### config.mk
export PLATFORM = sky130hd
export DESIGN_NAME = cga_text_fetch_flat
export DESIGN_NICKNAME = d
export VERILOG_FILES = /design/src/rtl/cga_text_fetch_pkg.sv /design/src/rtl/cga_text_fetch_if.sv /design/src/rtl/cga_blink_ctr.sv /design/src/rtl/cga_text_fetch.sv /design/src/flat_wrapper.sv
export SDC_FILE = /design/constraint.sdc
export NUM_CORES = 1
export LEC_CHECK = 0
export ABC_AREA = 1
export BUFFER_PORTS_ARGS = -buffer_cell sky130_fd_sc_hd__buf_4
export CAP_MARGIN = 15
export CORE_MARGIN = 4
export CORE_UTILIZATION = 48
export CTS_BUF_LIST = sky130_fd_sc_hd__clkbuf_4 sky130_fd_sc_hd__clkbuf_8 sky130_fd_sc_hd__clkbuf_16
export DETAILED_ROUTE_END_ITERATION = 10
export MAX_ROUTING_LAYER = met4
export PLACE_DENSITY_LB_ADDON = 0.15
export REMOVE_ABC_BUFFERS = 1
export SETUP_SLACK_MARGIN = 0.05
export SKIP_CTS_REPAIR_TIMING = 1
export SLEW_MARGIN = 10
export SYNTH_ARGS = -nofsm -noshare
export SYNTH_HDL_FRONTEND = slang
export SYNTH_SLANG_ARGS = --single-unit
### constraint.sdc
create_clock -name clk_i -period 2.1 [get_ports clk_i]
set_input_delay 0 -clock clk_i [delete_from_list [all_inputs] [get_ports clk_i]]
set_output_delay 0 -clock clk_i [all_outputs]
set_load 0.01 [all_outputs]
### src/rtl/cga_text_fetch_pkg.sv
// CGA text fetch: shared constants, stage bundles, helpers.
// Cell geometry, attribute layout and blink bit indices live here.
package cga_text_fetch_pkg;

  localparam int CELL_W    = 8;
  localparam int GL_W      = 4;
  localparam int GLYPH_MSB = 7;
  localparam int CUR_H     = 2;
  localparam int FCNT_W    = 6;
  localparam int CUR_BIT   = 4;
  localparam int BLINK_BIT = 5;

  localparam int BG_I = 7;
  localparam int BG_R = 6;
  localparam int BG_G = 5;
  localparam int BG_B = 4;
  localparam int FG_I = 3;
  localparam int FG_R = 2;
  localparam int FG_G = 1;
  localparam int FG_B = 0;

  typedef struct packed {
    logic            de;
    logic [2:0]      xs;
    logic [GL_W-1:0] gl;
    logic            hit;
  } s1_t;

  typedef struct packed {
    logic       de;
    logic [2:0] xs;
    logic [7:0] attr;
    logic       hit;
  } s2_t;

  function automatic logic glyph_bit(
    input logic [7:0] row,
    input logic [2:0] xs
  );
    return row[3'(GLYPH_MSB) - xs];
  endfunction

endpackage

### src/rtl/cga_text_fetch_if.sv
// CGA text fetch: VRAM and font ROM read bus.
// Both memories answer combinationally to the registered address.
interface cga_text_fetch_if #(
  parameter int VRAM_AW = 12
);
  logic [VRAM_AW-1:0] vram_addr;
  logic [15:0]        vram_data;
  logic [11:0]        font_addr;
  logic [7:0]         font_data;

  modport master (
    output vram_addr,
    output font_addr,
    input  vram_data,
    input  font_data
  );

  modport slave (
    input  vram_addr,
    input  font_addr,
    output vram_data,
    output font_data
  );
endinterface

### src/rtl/cga_blink_ctr.sv
// CGA text fetch: frame counter for cursor and attribute blink.
// Wraps modulo 64; phases are single counter bits.
module cga_blink_ctr
  import cga_text_fetch_pkg::*;
(
  input  logic clk_i,
  input  logic rst_i,
  input  logic frame_i,
  output logic cursor_phase,
  output logic blink_phase
);

  logic [FCNT_W-1:0] cnt;

  // count frame pulses
  always_ff @(posedge clk_i) begin
    if (rst_i) cnt <= '0;
    else if (frame_i) cnt <= cnt + 1'b1;
  end

  assign cursor_phase = cnt[CUR_BIT];
  assign blink_phase  = cnt[BLINK_BIT];

endmodule

### src/rtl/cga_text_fetch.sv
// CGA text fetch: x/y -> VRAM -> font ROM -> pixel, 3-cycle pipe.
// Optional attribute blink under CGA_BLINK_EN.
module cga_text_fetch
  import cga_text_fetch_pkg::*;
#(
  parameter int COLS    = 80,
  parameter int ROWS    = 30,
  parameter int FONT_H  = 16,
  parameter int VRAM_AW = 12
) (
  input  logic              clk_i,
  input  logic              rst_i,
  input  logic              de_i,
  input  logic [9:0]        x_i,
  input  logic [8:0]        y_i,
  input  logic              frame_i,
  cga_text_fetch_if.master  mem,
  input  logic              cursor_en_i,
  input  logic [6:0]        cursor_col_i,
  input  logic [4:0]        cursor_row_i,
  output logic              de_o,
  output logic [7:0]        color_o,
  output logic              on_o
);

  logic [GL_W-1:0]    gl0;
  logic [6:0]         col0;
  logic [8-GL_W:0]    row0;
  logic [VRAM_AW-1:0] addr0;
  logic               cur_ok;
  logic               hit0;

  s1_t s1;
  s2_t s2;

  logic cursor_phase;
  logic blink_phase;

  logic       pix;
  logic       fg;
  logic       on_n;
  logic [7:0] color_n;

  cga_blink_ctr u_blink (
    .clk_i        (clk_i),
    .rst_i        (rst_i),
    .frame_i      (frame_i),
    .cursor_phase (cursor_phase),
    .blink_phase  (blink_phase)
  );

  assign gl0  = y_i[GL_W-1:0];
  assign col0 = x_i[9:3];
  assign row0 = y_i[8:GL_W];

  assign addr0 = VRAM_AW'(32'(row0) * COLS + 32'(col0));

  assign cur_ok = (32'(cursor_col_i) < COLS)
               && (32'(cursor_row_i) < ROWS);

  assign hit0 = cursor_en_i && cur_ok
             && (32'(col0) == 32'(cursor_col_i))
             && (32'(row0) == 32'(cursor_row_i))
             && (32'(gl0) >= 32'(FONT_H - CUR_H));

  // stage 0: cell address and cursor match
  always_ff @(posedge clk_i) begin
    if (rst_i) begin
      mem.vram_addr <= '0;
      s1            <= '0;
    end else begin
      mem.vram_addr <= addr0;
      s1.de         <= de_i;
      s1.xs         <= x_i[2:0];
      s1.gl         <= gl0;
      s1.hit        <= hit0;
    end
  end

  // stage 1: char -> font address, carry attribute
  always_ff @(posedge clk_i) begin
    if (rst_i) begin
      mem.font_addr <= '0;
      s2            <= '0;
    end else begin
      mem.font_addr <= {mem.vram_data[7:0], s1.gl};
      s2.de         <= s1.de;
      s2.xs         <= s1.xs;
      s2.attr       <= mem.vram_data[15:8];
      s2.hit        <= s1.hit;
    end
  end

  assign pix = glyph_bit(mem.font_data, s2.xs);

  // stage 2: pick glyph bit, apply blink and cursor
  always_comb begin
    fg      = pix;
    on_n    = 1'b0;
    color_n = 8'h00;
    if (s2.de) begin
`ifdef CGA_BLINK_EN
      color_n = {1'b0, s2.attr[BG_R:FG_B]};
      if (s2.attr[BG_I] && blink_phase) fg = 1'b0;
`else
      color_n = s2.attr;
`endif
      on_n = fg | (s2.hit & cursor_phase);
    end
  end

`ifndef CGA_BLINK_EN
  logic unused_blink;
  assign unused_blink = blink_phase;
`endif

  // output register
  always_ff @(posedge clk_i) begin
    if (rst_i) begin
      de_o    <= 1'b0;
      color_o <= 8'h00;
      on_o    <= 1'b0;
    end else begin
      de_o    <= s2.de;
      color_o <= color_n;
      on_o    <= on_n;
    end
  end

endmodule
### src/flat_wrapper.sv
// flat-port wrapper written by rule: the top's interface ports become plain ports
module cga_text_fetch_flat import cga_text_fetch_pkg::*;
#(
  parameter int COLS    = 80,
  parameter int ROWS    = 30,
  parameter int FONT_H  = 16,
  parameter int VRAM_AW = 12
)
  (clk_i, rst_i, de_i, x_i, y_i, frame_i, cursor_en_i, cursor_col_i, cursor_row_i, de_o, color_o, on_o, mem_vram_addr, mem_font_addr, mem_vram_data, mem_font_data);
  cga_text_fetch_if #(.VRAM_AW(VRAM_AW)) mem_i ();
  input  logic clk_i;
  input  logic rst_i;
  input  logic de_i;
  input  logic [9:0] x_i;
  input  logic [8:0] y_i;
  input  logic frame_i;
  input  logic cursor_en_i;
  input  logic [6:0] cursor_col_i;
  input  logic [4:0] cursor_row_i;
  output logic de_o;
  output logic [7:0] color_o;
  output logic on_o;
  output wire logic [$bits(mem_i.vram_addr)-1:0] mem_vram_addr;
  output wire logic [$bits(mem_i.font_addr)-1:0] mem_font_addr;
  input wire logic [$bits(mem_i.vram_data)-1:0] mem_vram_data;
  input wire logic [$bits(mem_i.font_data)-1:0] mem_font_data;
  assign mem_vram_addr = mem_i.vram_addr;
  assign mem_font_addr = mem_i.font_addr;
  assign mem_i.vram_data = mem_vram_data;
  assign mem_i.font_data = mem_font_data;
  cga_text_fetch #(.COLS(COLS), .ROWS(ROWS), .FONT_H(FONT_H), .VRAM_AW(VRAM_AW)) u_core (.clk_i(clk_i), .rst_i(rst_i), .de_i(de_i), .x_i(x_i), .y_i(y_i), .frame_i(frame_i), .mem(mem_i), .cursor_en_i(cursor_en_i), .cursor_col_i(cursor_col_i), .cursor_row_i(cursor_row_i), .de_o(de_o), .color_o(color_o), .on_o(on_o));
endmodule
# Word level (Yosys, flattened, before mapping)
# Cells that the tools add are included.
# op_classes
div_mod_pow,0
n_mul,1
n_shift,0
bitwise_logic,3
magnitude_cmp,4
reduce_logical,6
n_addsub,3
muxes,2
eq_ne,2
# ops
op,count
adder 12 x 7 -> 12 bit,1
multiplier 5 x 3 -> 8 bit (second input constant),1
== test 7 bit,1
less-than comparator 7 bit (second input constant),1
adder 6 x 1 -> 6 bit (second input constant),1
== test 5 bit,1
logical AND 1 bit,5
less-than comparator 5 bit (second input constant),1
greater-or-equal comparator 4 bit (second input constant),1
less-than comparator 3 x 4 -> 1 bit (second input constant),1
binary-select mux 1 bit (select 3 bit),1
subtractor 3 bit (first input constant),1
OR reduction 2 bit,1
bitwise AND 1 bit,1
2-to-1 mux 1 bit,1
inverter 1 bit,1
OR 1 bit,1
# totals
mem_count,0
in_bits,60
rom_bits,0
mem_bits_rw,0
elab_cells,35
latchBits,0
ff_bits,62

# Logic depth before layout (Yosys ltp)
# depth
depth_word,6
depth_mapped,10

# Hierarchy
# A second synthesis with hierarchy kept.
# hier_totals
hier_cells,328
hier_area_um2,2478.6
# by_module_without_submodules
mod,seq_area_each_um2,cells_each,area_each_um2,instances
cga_text_fetch,1121.1,292,2217.1,1
cga_blink_ctr,120.1,36,261.5,1

# Worst setup path after synthesis
# Ideal clock, no wire load.
# synth_timing
kind,input -> register
from,input y_i[5]
to,register u_core.mem.vram_addr[11]
path_stages,9
t_arrival_ns,1.422
path_slack_ns,0.612
cell_sequence,ha_1 -> ha_1 -> fa_1 -> nand2_1 -> inv_1 -> nand2_1 -> nor2_2 -> nand2_1 -> a21oi_2
# synth_between
elab_chain_len,2
# synth_rtl
element,line_no,source
start: declaration,flat_wrapper.sv:15,input logic [8:0] y_i;
multiplier 5 x 3 -> 8 bit,cga_text_fetch.sv:56,assign addr0 = VRAM_AW'(32'(row0) * COLS + 32'(col0));
adder 12 x 7 -> 12 bit,cga_text_fetch.sv:56,
end signal: assignment,cga_text_fetch.sv:72,mem.vram_addr <= addr0;
end: declaration,cga_text_fetch_if.sv:12,"output vram_addr,"
# Every way passes these cells.
# A chain may end at the register's enable or synchronous reset.

# Final worst setup path
# Same ends and word-level chain as after synthesis.

==> flow_summary_export.csv <==
group,metric,value,unit
status,run_status,"finished, final reports clean",
die,fp.dieArea,6200,sq um
pwr,p_leak,2.00,nW
placement,place_congestion,0.795,
synth,synth.distinct_cells,23,
setup_path,crit_type,"primary input to flip-flop",
setup_path,crit_path_end_kind,"flip-flop",
routing,avgRoutedWirePerCell,10.6,um
sta,worst_slew_pin_slew,303,ps
pwr,combPwrFrac,15.5,%
sta,fin_crit_sh,66.3,%
synth,yosys_register_bits,61,
synth,synth_seq_area_share,50.8,%
setup_path,rr_startpoint,"u_core.u_blink.cnt[1]",
synth,synth-simple-area-share,21.9,%
synth,postSynthAreaPerCell,7.78,sq um
die,core_area,4790,sq um
routing,wirelength,5520,um
sta,finalMaxSlewViolations,0,
hold_path,hold_start,"y_i[8]",
synth,synth_top_family_by_area,"simple AND/OR/NAND/NOR gates",
die,start_util,50.2,%
routing,route.detailed.vias_per_inst,4.34,
setup_path,r2r_end,"u_core.u_blink.cnt[4]",
synth,synth-compound-area-share,5.00,%
global_routing,grt_use_total,16.9,%
global_routing,grt_start_max_net_pins,31,
hold_path,min_delay_path_depth,3,
sta,totalNegativeSetupSlack,0,ps
global_routing,grt_pass1_wl,7890,um
clocking,cts_tree,"built",
setup_path,crit_path_start_kind,"primary input",
layout,final_nets,520,
layout,final_core_util,78.9,%
routing,route.vias.total,2259,
pwr,sw_frac_of_total,24.1,%
global_routing,grt_pass1_vias,1956,
setup_path,timing.critical_path.from,"y_i[5]",
layout,antenna-diode-count,0,
die,die_height,78.8,um
setup_path,critPathRequiredTime,2370,ps
layout,area.growth.synth_to_final,57.1,%
job,cap_violations,0,
pwr,power.clock.fraction,40.4,%
sta,report.final.setup_viol,0,
sta,fin_crit,1390,ps
pwr,power_density,742,nW/um^2
setup_path,reg_to_reg_setup_timing_slack,1030,ps
clocking,cts_max_path_buffers,2,
routing,first_pass_iters,4,
setup_path,critPathMaxFanout,4,
sta,grt_setup_unrepaired,"false",
clocking,cts_sinks,61,
synth,synth_enable_flop_cells,0,
synth,synthAdderAreaFrac,6.87,%
pwr,p_int,2.13,mW
routing,drc,0,
pwr,vdd_ir_max,402,uV
setup_path,crit_arrival,1660,ps
clocking,cts-htree-levels,3,
die,row_count,25,
placement,postPlaceCellArea,3160,sq um
synth,post_synth_instance_area,2400,sq um
die,floorplan.io_pins,94,
global_routing,grt_overflow,0,
placement,dpl.hpwl,3770,um
sta,fmax,718,MHz
sta,clock_skew,9.26,ps
clocking,tritoncts.num_buffers,9,
layout,design_area,3770,sq um
hold_path,worstHoldPathType,"primary input to flip-flop",
sta,final_hold_fails,0,
layout,fillers,343,
synth,synth_warnings,0,
clocking,clkSlewWorstSetupHoldPaths,70,ps
hold_path,worst_hold_path.endpoint,"u_core.mem.vram_addr[11]",
setup_path,rr_worst_depth,4,
synth,synth_ff_type,"sky130_fd_sc_hd__dfxtp_1",
routing,drt_iter0_drc,86,
pwr,power.net_switching,673,uW
layout,final_layout_size_suffix_gt1_share,25.8,%
pwr,seq_power_share,44.1,%
synth,synth-xor-area-share,2.19,%
layout,combined_flip_flop_and_latch_cell_area,1220,sq um
synth,post_synth_inst_count,309,
sta,timing.max_slew.rel_slack,79.8,%
clocking,cts.root.buffer_cell,"sky130_fd_sc_hd__clkbuf_8",
clocking,clock_latency_at_the_later_pin_of_the_worst_skew_pair,330,ps
synth,synth.area.mux_share,0,%
placement,io_buffer_count,93,
global_routing,grt_antenna_before_repair,0,
layout,area_of_combinational_cells_with_multiple_inputs,865,sq um
routing,drt.antenna.violating_nets,0,
die,die_w,78.8,um
synth,asyncSetResetFlopFracSynth,0,%
==> synthesized netlist by cell type (2+ instances only) <==
library cell               n  area [sq um]
sky130_fd_sc_hd__dfxtp_1  61          1220
sky130_fd_sc_hd__a21oi_2   2          17.5
sky130_fd_sc_hd__nand3_1  15          75.1
sky130_fd_sc_hd__a21oi_1   7          35.0
sky130_fd_sc_hd__nand2_2   2          12.5
sky130_fd_sc_hd__ha_1     10           125
sky130_fd_sc_hd__nor2_1   61           229
sky130_fd_sc_hd__nand2_1  41           154
sky130_fd_sc_hd__xor2_1    2          17.5
sky130_fd_sc_hd__inv_1    74           278
sky130_fd_sc_hd__o21ai_0  11          55.1
sky130_fd_sc_hd__buf_2     4          20.0
sky130_fd_sc_hd__fa_1      2          40.0
sky130_fd_sc_hd__xnor2_1   4          35.0
sky130_fd_sc_hd__nor3_1    5          25.0
==> cells by family after synthesis <==
logic type,Yosys count
buf+inv,80
simple gates,128
compound gates,22
xor+xnor,6
fa+ha+maj,12
flops,61
==> per-layer routing <==
metal	global-route usage [%]	routed length, um
met5	-	0
met4	6.29	44
met1	16.0	2090
met3	6.01	355
met2	31.4	3030
==> power by group through the flow <==
stage	registers [mW]	clock network, mW	logic, mW
after CTS	1.23	1.17	0.375
after floorplan	1.28	0	0.160
final	1.23	1.13	0.433
after global routing	1.24	1.22	0.486
after global placement	1.26	0	0.366
after detailed placement	1.26	0	0.374
==> final cells by class <==
type                    instances  area share (%)
clock inverters                 7            2.62
multi-input cells             168            22.9
repair buffers                133            29.0
inverters                      75            7.59
clock buffers                   9            3.28
flip-flops and latches         61            32.3
well taps                      67            2.22
==> cell usage in the layout (no fill, tap or decap), types with 2 or more instances in the layout <==
| master | synthesis | layout |
|---|---|---|
| sky130_fd_sc_hd__nand2_2 | 2 | 2 |
| sky130_fd_sc_hd__dlygate4sd3_1 | 0 | 39 |
| sky130_fd_sc_hd__nand2_1 | 41 | 41 |
| sky130_fd_sc_hd__o21ai_0 | 11 | 11 |
| sky130_fd_sc_hd__xnor2_1 | 4 | 4 |
| sky130_fd_sc_hd__a21oi_1 | 7 | 7 |
| sky130_fd_sc_hd__fa_1 | 2 | 2 |
| sky130_fd_sc_hd__bufinv_16 | 0 | 2 |
| sky130_fd_sc_hd__buf_4 | 0 | 94 |
| sky130_fd_sc_hd__clkinv_4 | 1 | 3 |
| sky130_fd_sc_hd__inv_1 | 74 | 74 |
| sky130_fd_sc_hd__dfxtp_1 | 61 | 61 |
| sky130_fd_sc_hd__ha_1 | 10 | 10 |
| sky130_fd_sc_hd__clkbuf_8 | 0 | 9 |
| sky130_fd_sc_hd__nor3_1 | 5 | 5 |
| sky130_fd_sc_hd__xor2_1 | 2 | 2 |
| sky130_fd_sc_hd__nor2_1 | 61 | 61 |
| sky130_fd_sc_hd__a21oi_2 | 2 | 2 |
| sky130_fd_sc_hd__nand3_1 | 15 | 15 |
==> critical path: stages <==
cell                      delay [ps]
sky130_fd_sc_hd__buf_4           120
sky130_fd_sc_hd__ha_1            280
sky130_fd_sc_hd__ha_1            220
sky130_fd_sc_hd__fa_1            520
sky130_fd_sc_hd__nand2_1          80
sky130_fd_sc_hd__inv_1            80
sky130_fd_sc_hd__nand2_1          80
sky130_fd_sc_hd__nor2_2          110
sky130_fd_sc_hd__nand2_1          70
sky130_fd_sc_hd__a21oi_2         100
==> worst max-delay path by stage <==
stage,to,slack [ps],depth (start not counted)
after floorplan,u_core.mem.vram_addr[11],610,9
after global placement,u_core.mem.vram_addr[11],420,10
after detailed placement,u_core.mem.vram_addr[11],370,10
after CTS,u_core.mem.vram_addr[11],720,10
after global routing,u_core.mem.vram_addr[11],560,10
final,u_core.mem.vram_addr[11],710,10
==> sequential cells by signal (all words and copies together), names as in the netlist <==
register              count
u_core.color_o            8
u_core.de_o               1
u_core.mem.font_addr     12
u_core.mem.vram_addr     12
u_core.on_o               1
u_core.s1                 9
u_core.s2                13
u_core.u_blink.cnt        5
==> stage by stage <==
| stage | setup WS, ps | power, mW | hold WS (ps) | std cells |
|---|---|---|---|---|
| 5_1_grt | 564 | 2.95 | 17.6 | 520 |
| 6_report | 707 | 2.80 | 7.76 | 520 |
| 3_3_place_gp | 422 | 1.62 | 198 | 465 |
| 4_1_cts | 721 | 2.78 | -147 | 481 |
| 2_1_floorplan | 612 | 1.44 | 62.4 | 304 |
| 3_5_place_dp | 372 | 1.63 | 207 | 465 |
No activity file was read; power rests on OpenSTA's default activity.
